===== config.mk =====
export PLATFORM = sky130hd
export DESIGN_NAME = saturating_drain
export DESIGN_NICKNAME = d
export VERILOG_FILES = /design/src/rtl/saturating_drain_pkg.sv /design/src/rtl/saturating_drain_result_stage.sv /design/src/rtl/saturating_drain.sv
export SDC_FILE = /design/constraint.sdc
export NUM_CORES = 1
export LEC_CHECK = 0
export BUFFER_PORTS_ARGS = -buffer_cell sky130_fd_sc_hd__buf_2
export CAP_MARGIN = 20
export CORE_MARGIN = 2
export CORE_UTILIZATION = 23
export DETAILED_ROUTE_END_ITERATION = 10
export GPL_ROUTABILITY_DRIVEN = 1
export PLACE_DENSITY_LB_ADDON = 0.1
export SYNTH_ARGS = -nofsm -noshare
export SYNTH_HDL_FRONTEND = slang
export SYNTH_SLANG_ARGS = --single-unit

===== constraint.sdc =====
create_clock -name clk_i -period 7.9 [get_ports clk_i]
set_input_delay 1.58 -clock clk_i [delete_from_list [all_inputs] [get_ports clk_i]]
set_output_delay 1.58 -clock clk_i [all_outputs]
set_load 0.03 [all_outputs]

===== src/rtl/saturating_drain_pkg.sv =====
// Shared definitions for the saturating level pool: default width and the
// saturating add/subtract helpers, evaluated one bit wider than any supported level.
package saturating_drain_pkg;

  localparam int WIDTH      = 8;
  localparam int CALC_WIDTH = 32;

  typedef logic [CALC_WIDTH-1:0] amount_t;
  typedef logic [CALC_WIDTH:0]   calc_t;

  // min(a + b, ceiling); the extra bit keeps the sum from wrapping.
  function automatic calc_t sat_add(input amount_t a, input amount_t b, input amount_t ceiling);
    calc_t sum;
    sum = calc_t'(a) + calc_t'(b);
    return (sum > calc_t'(ceiling)) ? calc_t'(ceiling) : sum;
  endfunction

  // a - b clamped at floor, but a value already below the floor is left alone.
  function automatic calc_t sat_sub(input amount_t a, input amount_t b, input amount_t floor);
    if (calc_t'(a) < calc_t'(floor)) return calc_t'(a);
    if (calc_t'(a) >= calc_t'(floor) + calc_t'(b)) return calc_t'(a) - calc_t'(b);
    return calc_t'(floor);
  endfunction

endpackage


===== src/rtl/saturating_drain_result_stage.sv =====
// One-entry valid/ready register. A new entry may replace the current one in
// the same cycle it is consumed.
module result_stage #(
  parameter type data_t = logic
) (
  input  logic  clk,
  input  logic  rst_n,
  input  logic  push,
  input  data_t push_data,
  output logic  ready,
  output logic  valid,
  output data_t data,
  input  logic  pop
);

  assign ready = !valid || pop;

  // NOTE: state registers use non-blocking assignments so every flop samples
  // the pre-edge values of its neighbours, independent of statement order.
  always_ff @(posedge clk) begin
    if (!rst_n) begin
      valid <= 1'b0;
      // NOTE: the payload is reset as well because it is directly observable
      // on the outputs, not just qualified by valid.
      data  <= '0;
    end else if (push && ready) begin
      valid <= 1'b1;
      data  <= push_data;
    end else if (pop) begin
      valid <= 1'b0;
    end
  end

endmodule


===== src/rtl/saturating_drain.sv =====
// Credit/token pool: a level register filled with saturation at max_i and
// drained with saturation at min_i; each accepted drain reports what it removed.
module saturating_drain
  import saturating_drain_pkg::*;
#(
  parameter int               WIDTH = saturating_drain_pkg::WIDTH,
  parameter logic [WIDTH-1:0] INIT  = '0
) (
  input  logic             clk_i,
  input  logic             rst_n_i,
  input  logic [WIDTH-1:0] max_i,
  input  logic [WIDTH-1:0] min_i,
  input  logic             fill_valid_i,
  input  logic [WIDTH-1:0] fill_amount_i,
  input  logic             drain_valid_i,
  input  logic [WIDTH-1:0] drain_amount_i,
  output logic             drain_ready_o,
  output logic             result_valid_o,
  input  logic             result_ready_i,
  output logic [WIDTH-1:0] drained_o,
  output logic             clipped_o,
  output logic [WIDTH-1:0] level_o
);

  typedef struct packed {
    logic [WIDTH-1:0] drained;
    logic             clipped;
  } result_t;

  logic [WIDTH-1:0] level;
  logic [WIDTH-1:0] filled;
  logic [WIDTH-1:0] drained_level;
  logic [WIDTH-1:0] removed;
  logic             drain_accept;
  result_t          next_result;
  result_t          result;

  assign drain_accept = drain_valid_i && drain_ready_o;

  // Fill is applied before drain when both arrive together.
  assign filled = fill_valid_i
                ? WIDTH'(sat_add(CALC_WIDTH'(level), CALC_WIDTH'(fill_amount_i), CALC_WIDTH'(max_i)))
                : level;

  assign drained_level = drain_accept
                       ? WIDTH'(sat_sub(CALC_WIDTH'(filled), CALC_WIDTH'(drain_amount_i), CALC_WIDTH'(min_i)))
                       : filled;

  // sat_sub never returns more than its input, so this cannot underflow.
  assign removed             = filled - drained_level;
  assign next_result.drained = removed;
  assign next_result.clipped = (removed != drain_amount_i);

  always_ff @(posedge clk_i) begin
    if (!rst_n_i) level <= INIT;
    else          level <= drained_level;
  end

  result_stage #(
    .data_t (result_t)
  ) u_result_stage (
    .clk       (clk_i),
    .rst_n     (rst_n_i),
    .push      (drain_valid_i),
    .push_data (next_result),
    .ready     (drain_ready_o),
    .valid     (result_valid_o),
    .data      (result),
    .pop       (result_ready_i)
  );

  assign level_o   = level;
  assign drained_o = result.drained;
  assign clipped_o = result.clipped;

endmodule

==> flow_summary.yaml <==
timing:
  clock-skew-final_ps: 5.28
  worst_slew_pin_slew_ps: 627
  max_clock_freq_mhz: 133
  period_share_pct: 95.2
  timing.final.hold_violations: 0
  slew-limit-headroom_pct: 57.8
  min_clock_period_post_route_ps: 7520
  finalSetupViolCount: 0
  fin_setup_tns_ps: 0
  drv_slew: 0
cts:
  postCtsHoldBufs: 0
  insertion_delay_ps: 250
  path_clk_slew_ps: 60
  clockBufferDepth: 2
  cts_buffers: 3
  cts_root_buffer: "sky130_fd_sc_hd__clkbuf_16"
  ctsHtreeMaxLevel: 1
  numClockSinks: 18
  tritoncts_clock_tree: "yes"
placement:
  dpl_cell_area_um2: 4140
  post-dp-hpwl_um: 9450
  globalplace.congestion: 0.864
  numPortBuffers: 55
drt:
  drt.antenna.violating_nets: 0
  drt_first_pass_iters: 5
  vias_per_cell: 4.80
  routed-via-count: 3420
  routed_wl_um: 11100
  drt_iter0_drc: 177
  drc: 0
  detail_route.wl_per_cell_um: 15.5
die:
  initial_core_util_pct: 23.8
  die_area_um2: 14800
  die_h_um: 122
  coreArea_um2: 13300
  die_width_um: 122
  ios: 56
  placementRows: 42
setup_path:
  worst-r2r-cell-count: 32
  critical_path.max_stage_delay_ps: 410
  kind_of_critical_path: "primary input to flop"
  setup.worst_path.start_class: "primary input"
  cpMostUsedCell: "sky130_fd_sc_hd__ha_1"
  cp_data_arrival_time_ps: 7650
  data_required_time_at_the_worst_endpoint_ps: 8030
  cp_slowest_cell: "sky130_fd_sc_hd__a2111o_1"
  worst-path-max-fanout: 7
  cp-end-kind: "flop"
job:
  drv.max_cap_violation_count: 0
final_layout:
  design_area_um2: 4360
  layout.nets: 629
  most_common_cell_after_layout_fill_and_taps_aside: "sky130_fd_sc_hd__buf_4"
  layout-drive-gt1-share_pct: 33.9
  layout_common_cells: "73 x sky130_fd_sc_hd__buf_4, 55 x sky130_fd_sc_hd__buf_2, 48 x sky130_fd_sc_hd__ha_1"
  area_growth_syn_to_layout_pct: 37.2
  nFillCells: 1509
  antenna_cells: 0
power_and_ir_drop:
  peakVddDrop_uv: 208
  power_per_cell_area_nw_per_um2: 567
  p_total_w: 0.00247
  power.static_leakage_nw: 2.11
synth:
  syn_inst: 412
  synth.yosys.seq_area_share_pct: 11.3
  asyncSetResetFlopFracSynth_pct: 0
  synth_area_leaders: "sky130_fd_sc_hd__ha_1 20%, sky130_fd_sc_hd__dfxtp_1 11%, sky130_fd_sc_hd__a21oi_1 6.5%"
  synth_area_leader_cell: "sky130_fd_sc_hd__ha_1"
  total_of_flip_flops_plus_latches_after_synthesis: 18
  yosys_warnings: 0
  portion_of_synthesized_cell_area_occupied_by_the_leading_cell_type_pct: 20.1
  commonest_register_cell_after_synthesis: "sky130_fd_sc_hd__dfxtp_1"
  ys_types: 71
  postSynthAreaPerCell_um2: 7.72
  synth.cell_area_um2: 3180
  synth_enable_flop_cells: 0
  synth.net_count: 503
min_path:
  min_delay_path_depth: 2
  hold_path_class: "flop to flop"
outcome:
  run_status: "completed"
global_route:
  grt-ovfl-total: 0
  grt_first_pass_wirelength_um: 17000
  grt_start_max_net_pins: 22
  grt_antenna_before_repair: 0
  grt_pass1_vias: 3237
  global_route.usage.total_pct: 14.8
synth_stat cells (4+ instances only):
cell / number
sky130_fd_sc_hd__a211o_1: 4
sky130_fd_sc_hd__a211oi_1: 7
sky130_fd_sc_hd__a21o_1: 7
sky130_fd_sc_hd__a21oi_1: 41
sky130_fd_sc_hd__a31oi_1: 5
sky130_fd_sc_hd__and2_2: 4
sky130_fd_sc_hd__clkbuf_1: 5
sky130_fd_sc_hd__dfxtp_1: 18
sky130_fd_sc_hd__ha_1: 51
sky130_fd_sc_hd__inv_1: 40
sky130_fd_sc_hd__mux2i_1: 4
sky130_fd_sc_hd__nand2_1: 29
sky130_fd_sc_hd__nand2b_1: 5
sky130_fd_sc_hd__nand3_1: 7
sky130_fd_sc_hd__nand4_1: 5
sky130_fd_sc_hd__nor2_1: 39
sky130_fd_sc_hd__nor2b_1: 6
sky130_fd_sc_hd__nor3_1: 7
sky130_fd_sc_hd__o211ai_1: 9
sky130_fd_sc_hd__o21ai_0: 20
sky130_fd_sc_hd__o21ai_1: 4
sky130_fd_sc_hd__o21bai_1: 4
sky130_fd_sc_hd__xnor2_1: 13
sky130_fd_sc_hd__xor2_1: 10
through the flow:
step                      cells  hold WS, ps  util, %  setup slack [ps]
after floorplan             412          580        -              59.9
final                       713          452     32.7               379
after global placement      703          440     31.0              -259
after detailed placement    703          444     31.0              -373
after CTS                   708          453     31.8              39.2
after global routing        713          468     32.7             -4.38
metal layers:
metal / track usage (%) / share of wire (%)
met1: 19.7 / 48
met2: 26.9 / 49
met3: 1.40 / 2.8
met4: 1.44 / 0.37
met5: 0 / 0
registers in the layout (all words and copies together) (netlist names):
| signal | flops |
|---|---|
| u_result_stage.data | 9 |
| level_o | 8 |
| u_result_stage.valid | 1 |
area by class of cell:
type | instances | area, um^2 | area share [%]
inverter | 41 | 154 | 3.53
clock buffer | 4 | 88.8 | 2.04
timing repair buffer | 128 | 823 | 18.9
multi-input combinational | 346 | 2720 | 62.2
sequential | 18 | 360 | 8.26
tap | 176 | 220 | 5.05
worst max-delay path: cells and delay by family:
kind,cells,cell delay [ps]
AO/OA/AOI/OAI,13,2370
adder cells (fa/ha/maj),5,1500
AND/OR/NAND/NOR,9,1210
XOR/XNOR,2,410
buffers and inverters,3,320
multiplexers,1,230
path summary, 6_finish.rpt:
check / from / end / slack, ps
worst min-delay path: u_result_stage.data[6]$_SDFFE_PN0P_ / u_result_stage.data[6]$_SDFFE_PN0P_ / 450
worst max register to register: level_o[0]$_SDFF_PN0_ / u_result_stage.data[0]$_SDFFE_PN0P_ / 1420
worst max-delay path: fill_amount_i[0] / u_result_stage.data[0]$_SDFFE_PN0P_ / 380
worst min register to register: u_result_stage.data[6]$_SDFFE_PN0P_ / u_result_stage.data[6]$_SDFFE_PN0P_ / 450
report_power, final:
group / leakage [nW] / internal [W] / switching [W]
Clock: 0.0442 / 0.0000771 / 0.0000365
Combinational: 1.92 / 0.00109 / 0.00112
Sequential: 0.149 / 0.000122 / 0.0000288
Total: 2.11 / 0.00129 / 0.00119
cells by family (layout without fill, tap and decap cells):
family / after synthesis / count (layout) / synth area share [%]
AND/OR/NAND/NOR: 122 / 122 / 19.4
buffers and inverters: 48 / 173 / 6.02
adder cells (fa/ha/maj): 54 / 54 / 22.0
XOR/XNOR: 25 / 25 / 7.75
multiplexers: 9 / 9 / 3.23
flip-flops: 18 / 18 / 11.3
AO/OA/AOI/OAI: 136 / 136 / 30.3
repair_timing:
item,4_1_cts,5_1_grt
pin swaps,1,13
endpoints found under the setup margin,1,5
buffers inserted,1,5
gates resized for setup,7,18
Note: power is estimated with default switching activity, not from simulation.
